## src/rtl/screen_uart_dump_pkg.sv

```systemverilog
// Shared constants and types for the screen dump reader and the text editor:
// ASCII control codes, FSM state types and the printable-character filter.
package screen_uart_dump_pkg;

  localparam logic [7:0] ASCII_CR = 8'h0D;
  localparam logic [7:0] ASCII_LF = 8'h0A;
  localparam logic [7:0] ASCII_SP = 8'h20;

  typedef enum logic [2:0] {
    ST_IDLE,
    ST_FETCH,
    ST_LATCH,
    ST_SEND_CHAR,
    ST_SEND_CR,
    ST_SEND_LF,
    ST_FINISH
  } dump_state_e;

  typedef enum logic [1:0] {
    TX_IDLE,
    TX_START,
    TX_DATA,
    TX_STOP
  } tx_phase_e;

  // Tile codes below 0x20 are control characters; show them as a space so the
  // host terminal is never disturbed by stray cursor or bell codes.
  function automatic logic [7:0] printable(input logic [6:0] code);
    logic [7:0] ext;
    ext = {1'b0, code};
    return (ext < ASCII_SP) ? ASCII_SP : ext;
  endfunction

endpackage

```

## src/rtl/screen_uart_dump_uart_tx_byte.sv

```systemverilog
// 8N1 UART byte transmitter, LSB first. tx_done pulses in the final cycle of
// the stop bit; a new tx_start is accepted in that same cycle so that bytes
// can follow back to back with no idle gap.
module uart_tx_byte
  import screen_uart_dump_pkg::*;
#(
  parameter int CLKS_PER_BIT = 10417
) (
  input  logic       clk,
  input  logic       reset,
  input  logic       tx_start,
  input  logic [7:0] tx_byte,
  output logic       tx,
  output logic       tx_done
);

  localparam int CW = (CLKS_PER_BIT > 1) ? $clog2(CLKS_PER_BIT) : 1;
  localparam logic [CW-1:0] CNT_LAST = CW'(CLKS_PER_BIT - 1);

  tx_phase_e     phase_q, phase_d;
  logic [CW-1:0] cnt_q, cnt_d;
  logic [3:0]    bit_q, bit_d;
  logic [7:0]    shift_q, shift_d;
  logic          tx_q, tx_d;
  logic          bit_end;
  logic          accept;

  assign bit_end = (cnt_q == CNT_LAST);
  assign tx_done = (phase_q == TX_STOP) && bit_end;
  assign accept  = tx_start && ((phase_q == TX_IDLE) || tx_done);
  assign tx      = tx_q;

  // State register; the line idles high out of reset.
  always_ff @(posedge clk or negedge reset) begin
    if (!reset) begin
      phase_q <= TX_IDLE;
      cnt_q   <= '0;
      bit_q   <= '0;
      shift_q <= '0;
      tx_q    <= 1'b1;
    end else begin
      phase_q <= phase_d;
      cnt_q   <= cnt_d;
      bit_q   <= bit_d;
      shift_q <= shift_d;
      tx_q    <= tx_d;
    end
  end

  // Bit timing, shift-out sequencing and acceptance of the next byte.
  always_comb begin
    phase_d = phase_q;
    bit_d   = bit_q;
    shift_d = shift_q;
    tx_d    = tx_q;
    cnt_d   = bit_end ? '0 : cnt_q + CW'(1);

    unique case (phase_q)
      TX_IDLE: begin
        cnt_d = '0;
        tx_d  = 1'b1;
      end
      TX_START: begin
        if (bit_end) begin
          phase_d = TX_DATA;
          bit_d   = 4'd0;
          tx_d    = shift_q[0];
          shift_d = shift_q >> 1;
        end
      end
      TX_DATA: begin
        if (bit_end) begin
          if (bit_q == 4'd7) begin
            phase_d = TX_STOP;
            tx_d    = 1'b1;
          end else begin
            bit_d   = bit_q + 4'd1;
            tx_d    = shift_q[0];
            shift_d = shift_q >> 1;
          end
        end
      end
      TX_STOP: begin
        if (bit_end) begin
          phase_d = TX_IDLE;
          tx_d    = 1'b1;
        end
      end
      default: begin
        phase_d = TX_IDLE;
        tx_d    = 1'b1;
      end
    endcase

    if (accept) begin
      phase_d = TX_START;
      cnt_d   = '0;
      bit_d   = 4'd0;
      shift_d = tx_byte;
      tx_d    = 1'b0;
    end
  end

endmodule

```

## src/rtl/screen_uart_dump.sv

```systemverilog
// Screen dump reader: on a start tick walks the tile RAM row by row through
// its spare read port and streams every row over the UART, ending each row
// with CR LF. The RAM is only ever read.
module screen_uart_dump
  import screen_uart_dump_pkg::*;
#(
  parameter int MAX_X        = 40,
  parameter int MAX_Y        = 20,
  parameter int CLKS_PER_BIT = 10417
) (
  input  logic        clk,
  input  logic        reset,
  input  logic        start,
  output logic [11:0] rd_addr,
  input  logic [6:0]  rd_data,
  output logic        tx,
  output logic        busy,
  output logic        done_tick
);

  localparam logic [6:0] COL_LAST = 7'(MAX_X - 1);
  localparam logic [4:0] ROW_LAST = 5'(MAX_Y - 1);

  dump_state_e state_q, state_d;
  logic [4:0]  row_q, row_d;
  logic [6:0]  col_q, col_d;
  logic [11:0] addr_q, addr_d;
  logic        tx_start;
  logic [7:0]  tx_byte;
  logic        tx_done;

  // The live address is presented while a cell is being read; otherwise the
  // last fetched address is held so the port does not toggle during CR/LF.
  assign rd_addr   = ((state_q == ST_FETCH) || (state_q == ST_LATCH)) ?
                     {row_q, col_q} : addr_q;
  assign busy      = (state_q != ST_IDLE) && (state_q != ST_FINISH);
  assign done_tick = (state_q == ST_FINISH);

  uart_tx_byte #(
    .CLKS_PER_BIT(CLKS_PER_BIT)
  ) u_tx (
    .clk     (clk),
    .reset   (reset),
    .tx_start(tx_start),
    .tx_byte (tx_byte),
    .tx      (tx),
    .tx_done (tx_done)
  );

  // Control registers; a reset abandons any partial frame.
  always_ff @(posedge clk or negedge reset) begin
    if (!reset) begin
      state_q <= ST_IDLE;
      row_q   <= '0;
      col_q   <= '0;
      addr_q  <= '0;
    end else begin
      state_q <= state_d;
      row_q   <= row_d;
      col_q   <= col_d;
      addr_q  <= addr_d;
    end
  end

  // Dump sequencing: fetch a cell, filter and send it, close rows with CR LF.
  // CR is loaded in the cycle the last character completes (and LF in the
  // cycle CR completes) so line endings follow with no idle gap.
  always_comb begin
    state_d  = state_q;
    row_d    = row_q;
    col_d    = col_q;
    addr_d   = addr_q;
    tx_start = 1'b0;
    tx_byte  = ASCII_SP;

    unique case (state_q)
      ST_IDLE: begin
        if (start) begin
          state_d = ST_FETCH;
          row_d   = '0;
          col_d   = '0;
        end
      end
      ST_FETCH: begin
        state_d = ST_LATCH;
      end
      ST_LATCH: begin
        tx_start = 1'b1;
        tx_byte  = printable(rd_data);
        addr_d   = {row_q, col_q};
        state_d  = ST_SEND_CHAR;
      end
      ST_SEND_CHAR: begin
        if (tx_done) begin
          if (col_q < COL_LAST) begin
            col_d   = col_q + 7'd1;
            state_d = ST_FETCH;
          end else begin
            col_d    = '0;
            tx_start = 1'b1;
            tx_byte  = ASCII_CR;
            state_d  = ST_SEND_CR;
          end
        end
      end
      ST_SEND_CR: begin
        if (tx_done) begin
          tx_start = 1'b1;
          tx_byte  = ASCII_LF;
          state_d  = ST_SEND_LF;
        end
      end
      ST_SEND_LF: begin
        if (tx_done) begin
          if (row_q < ROW_LAST) begin
            row_d   = row_q + 5'd1;
            state_d = ST_FETCH;
          end else begin
            state_d = ST_FINISH;
          end
        end
      end
      ST_FINISH: begin
        state_d = ST_IDLE;
      end
      default: begin
        state_d = ST_IDLE;
      end
    endcase
  end

endmodule

```

## config.mk

```make
export PLATFORM = sky130hd
export DESIGN_NAME = screen_uart_dump
export DESIGN_NICKNAME = d
export VERILOG_FILES = /design/src/rtl/screen_uart_dump_pkg.sv /design/src/rtl/screen_uart_dump_uart_tx_byte.sv /design/src/rtl/screen_uart_dump.sv
export SDC_FILE = /design/constraint.sdc
export NUM_CORES = 1
export LEC_CHECK = 0
export BUFFER_PORTS_ARGS = -buffer_cell sky130_fd_sc_hd__buf_2
export CAP_MARGIN = 10
export CORE_UTILIZATION = 25
export DETAILED_ROUTE_END_ITERATION = 7
export GPL_ROUTABILITY_DRIVEN = 1
export MAX_ROUTING_LAYER = met4
export SLEW_MARGIN = 10
export SYNTH_ARGS = -nofsm -noshare
export SYNTH_HDL_FRONTEND = slang
export SYNTH_SLANG_ARGS = --single-unit
export TNS_END_PERCENT = 20
```

## constraint.sdc

```tcl
create_clock -name clk -period 2.9 [get_ports clk]
set_input_delay 0.29 -clock clk [delete_from_list [all_inputs] [get_ports clk]]
set_output_delay 0.29 -clock clk [all_outputs]
set_load 0.05 [all_outputs]
```

* Word level (Yosys, flattened, before mapping)
Index checks and enable logic that the tools add are counted.
Operators by class: equal/unequal tests 22, $add $sub $neg 4, reductions and logical operators 18, mux-type cells 50, $lt $le $gt $ge 3
Operator list (number):
- two-way mux 14 bit | 3
- two-way mux 8 bit | 4
- two-way mux 7 bit | 4
- case mux 7 bit (3 select lines) | 1
- two-way mux 3 bit | 6
- two-way mux 6 bit | 3
- case mux 3 bit (6 select lines) | 1
- two-way mux 4 bit | 4
- case mux 8 bit (2 select lines) | 1
- two-way mux 5 bit | 3
- adder 14 x 1 -> 14 bit (second input constant) | 1
- equality test 14 bit (second input constant) | 1
- < comparator 7 x 6 -> 1 bit (second input constant) | 2
- case mux 7 bit (2 select lines) | 1
- two-way mux 12 bit | 1
- inequality test 3 x 1 -> 1 bit (second input constant) | 4
- AND reduction 4 bit | 3
- two-way mux 2 bit | 5
- case mux 5 bit (2 select lines) | 1
- equality test 3 bit (second input constant) | 3
- two-way mux 1 bit | 8
- case mux 4 bit (2 select lines) | 1
- adder 7 x 1 -> 7 bit (second input constant) | 1
- equality test 3 x 2 -> 1 bit (second input constant) | 2
- 23 further kinds | 33
Word-level totals: register bits 56, input port bits 10, output and inout bits 15, word-level logic and storage cells 106

* Longest topological paths before layout
depth after elaboration 7, depth in mapped cells 8, depth with buffers taken out 7

* Modules after synthesis
A second synthesis with hierarchy kept.
Second synthesis, totals: cells, all modules 324, area total of the unflattened synthesis 3275.6 sq um
By module, submodules not included:
- uart_tx_byte | instances 1, cells an instance 177, seq. area each 726.9 sq um, area each 1722.9 sq um
- screen_uart_dump | instances 1, cells an instance 147, seq. area each 675.6 sq um, area each 1552.7 sq um

* Worst setup path after synthesis
Ideal clock, no wire load.
path type register to register, from register u_tx.cnt_q[0], to register row_q[1], slack 0.319 ns, buffers on the path 0, required time 2.772 ns, cell stages (with the launch flop) 8, period minus slack after synthesis 2.581 ns, setup time 0.128 ns, arrival 2.454 ns, path through dfrtp_1 > inv_1 > ha_1 > or3b_2 > or4_4 > or3_4 > a21oi_4 > mux2_1
Between the ends: word-level cells in the longest chain between the ends 4
RTL lines:
- start, declared | line screen_uart_dump_uart_tx_byte.sv:21 | logic [CW-1:0] cnt_q, cnt_d;
- start signal, assigned | line screen_uart_dump_uart_tx_byte.sv:43 | cnt_q <= cnt_d;
- equality test 14 bit | line screen_uart_dump_uart_tx_byte.sv:28 | assign bit_end = (cnt_q == CNT_LAST);
- logical AND 1 bit | line screen_uart_dump_uart_tx_byte.sv:29 | assign tx_done = (phase_q == TX_STOP) && bit_end;
- inequality test 2 x 1 -> 1 bit (no line)
- AND reduction 4 bit (no line)
- end signal, assigned | line screen_uart_dump.sv:59 | row_q <= row_d;
- end, declared | line screen_uart_dump.sv:25 | logic [4:0] row_q, row_d;
Every way passes these cells. A chain may end at the register's enable or synchronous reset.

* Worst setup path in the final report
Same ends and word-level chain as after synthesis.

==> flow_summary.ini <==
[floorplan]
io_pins = 25
coreArea_mm2 = 0.01206
die_w_um = 113.6
dieArea_mm2 = 0.01291
core.rowCount = 40
die_height_um = 113.6
initial_core_util = 0.2583

[detailed_routing]
drt_iter0_drc = 107
drc = 0
num_vias = 2405
routed_via_density = 4.781
wl_per_cell_um = 13.54
dr.pass1.iters = 4
ant_nets = 0
wl_um = 6809

[place]
hpwl_um = 4941
port_buffers = 24
dp_slack_ns = 0.1911
post_dp_cell_area_mm2 = 0.003483
place_congestion = 0.7734

[cts]
htree_levels = 2
cts_tree = built
clockRootBuffer = clkbuf_16
cts_sinks = 55
cts_buffer_depth = 2
clkLatencyLatePin_ns = 0.29
clk_pin_slew_ns = 0.07
post-cts-setup-buffers = 0
cts_buffers = 5

[power_and_ir_drop]
seq_power_share = 0.520
p_comb_frac = 0.033
power.switching_w = 0.0003067
irDropWorstVdd_mv = 0.2344
power.density_mw_per_mm2 = 411.5
p_sw_frac = 0.2041
power.internal_w = 0.001196
clockPowerShare = 0.447
p_leak_nw = 1.558

[timing]
clock.fmax_mhz = 369.5
fin_ws_ns = 0.1935
final.min_clock_period_ns = 2.707
fin_setup_tns_ns = 0
rsz0062_at_grt = no
setup_viol = 0
finalHoldViolCount = 0
fin_worst_skew_ns = 0.01078
relSlewSlack = 0.5162
period_share = 0.9333
tightest_slew_ns = 0.7258
slew_violations = 0

[synth]
yosysWarningCount = 0
synth.avg_cell_area_um2 = 10.18
netlist_area_mm2 = 0.003115
synthCells = 306
async_flop_share = 1.000
yosysTopAreaCellShare = 0.4337
seq_area_frac_synth = 0.4422
synth_area_leaders = dfrtp_1, mux2_2, ha_1, o21ai_0, xor2_1
synth_area_leader_cell = dfrtp_1
synth_adder_area_share = 0.04016
synthMuxAreaShare = 0.1309
syn_nets = 326
ys_types = 56
synth_top_flop_cell = dfrtp_1
synth_top_family_by_area = simple AND/OR/NAND/NOR gates
synthSimpleGateAreaFrac = 0.1723
synth-compound-area-share = 0.1458
synth_edf_count = 0
ys_ff_latch = 55
synth_xor_area_frac = 0.03373

[grt]
grt_pass1_wl_um = 11350
grt_overflow = 0
grt_pass1_vias = 2341
grt_usage = 0.1117
grt_max_degree = 56
antenna_found_initial = 0

[hold_path]
hp-class = in -> async

[finish]
diodes = 0
area_delta_synth_final_pct = 17.23
final_cell_mix = dfrtp_1, mux2_2, buf_2, nor2_1
mostFrequentLayoutCell = dfrtp_1
layout-drive-gt1-share = 0.2478
stdcell_area_mm2 = 0.003652
nets = 355

[critical_path]
startpoint_type = flop
worst-endpoint-arrival_ns = 2.88
critPathKind = reg -> reg
cp_max_fo = 5
r2r_slack_ns = 0.19
reg2reg_from = u_tx.cnt_q[0]$_DFF_PN0_
reg2regPathDepth = 7
crit_path_end_kind = flop
crit_required_ns = 3.08
r2r_end = row_q[1]$_DFFE_PN0P_

[run_status]
status = finished clean

[flow_run]
max_cap_viol_count = 0
## routing by layer
metal,GRT usage,part of all wire,up-vias,wire length [um]
met5,-,0,-,0
met4,0.01842,0.0066,0,45
met3,0.02125,0.027,7,182
met2,0.1846,0.49,40,3328
met1,0.1442,0.48,1195,3252
li1,-,-,1163,-
## logic make-up (layout without fill, tap and decap cells)
kind of cell	after synthesis	count (layout)
multiplexers	37	37
buffers and inverters	28	57
adder cells (fa/ha/maj)	10	10
AO/OA/AOI/OAI	64	64
XOR/XNOR	12	12
flip-flops	55	55
AND/OR/NAND/NOR	100	100
## per-stage QoR
step	hold slack (ns)	utilization	power, W	std cells
after floorplan	-0.005591	-	0.0008177	306
after global routing	0.1977	0.3028	0.001555	503
final	0.1206	0.3028	0.001503	503
after detailed placement	0.4767	0.2888	0.0008479	496
after global placement	0.4689	0.2888	0.0008469	496
after CTS	0.1666	0.3023	0.001520	503
## cells in the mapped netlist (4+ instances only)
library cell   n
dfrtp_1       54
mux2_2        29
nor2_1        23
nand2_1       18
o21ai_0       18
inv_1         16
nand3_1       13
a21oi_1       10
ha_1          10
xor2_1        10
clkbuf_1       8
mux2i_1        7
nor2b_1        6
nor3_1         6
o21a_1         5
nand2b_1       4
nor3b_1        4
nor4_1         4
## state kept, by name (all words and copies together), names as in the netlist
name,cells
u_tx.bit_q,4
row_q,5
u_tx.phase_q,2
col_q,7
addr_q,12
state_q,3
u_tx.shift_q,7
u_tx.cnt_q,14
u_tx.tx,1
## power by group through the flow
stage | logic, W | registers [W] | clock network (W)
after floorplan | 0.0000231 | 0.000795 | 0
after global placement | 0.0000512 | 0.000796 | 0
after detailed placement | 0.0000519 | 0.000796 | 0
after CTS | 0.0000521 | 0.000781 | 0.000687
after global routing | 0.0000564 | 0.000782 | 0.000716
final | 0.0000501 | 0.000781 | 0.000671
## final cells by class
type	instances	area (um2)
well taps	168	210.2
clock buffers	5	125.1
repair buffers	34	195.2
fillers	1240	8409
flip-flops and latches	55	1378
multi-input cells	223	1647
inverters	16	60.06
clock inverters	2	37.54
## worst max-delay path: stages, from the launching register on
cell     delay, ns
dfrtp_1       0.40
inv_1         0.09
ha_1          0.13
or3b_2        0.50
or4_4         0.53
or3_4         0.39
a21oi_4       0.21
mux2_1        0.34
## worst max-delay path by stage
stage	startpoint	endpoint	slack [ns]	cells past startpoint
after floorplan	u_tx.cnt_q[0]$_DFF_PN0_	row_q[1]$_DFFE_PN0P_	0.32	7
after global placement	u_tx.cnt_q[0]$_DFF_PN0_	row_q[1]$_DFFE_PN0P_	0.23	7
after detailed placement	u_tx.cnt_q[0]$_DFF_PN0_	row_q[1]$_DFFE_PN0P_	0.19	7
after CTS	u_tx.cnt_q[0]$_DFF_PN0_	u_tx.shift_q[5]$_DFFE_PN0P_	0.18	7
after global routing	u_tx.cnt_q[0]$_DFF_PN0_	row_q[1]$_DFFE_PN0P_	0.09	7
final	u_tx.cnt_q[0]$_DFF_PN0_	row_q[1]$_DFFE_PN0P_	0.19	7
## what timing repair did
item                                    in CTS  in global routing
hold buffers                                 0                  0
endpoints found under the hold margin        0                  0
endpoints found under the setup margin       0                  4
resized for setup                            0                  1
(Power assumes the default switching activity.)
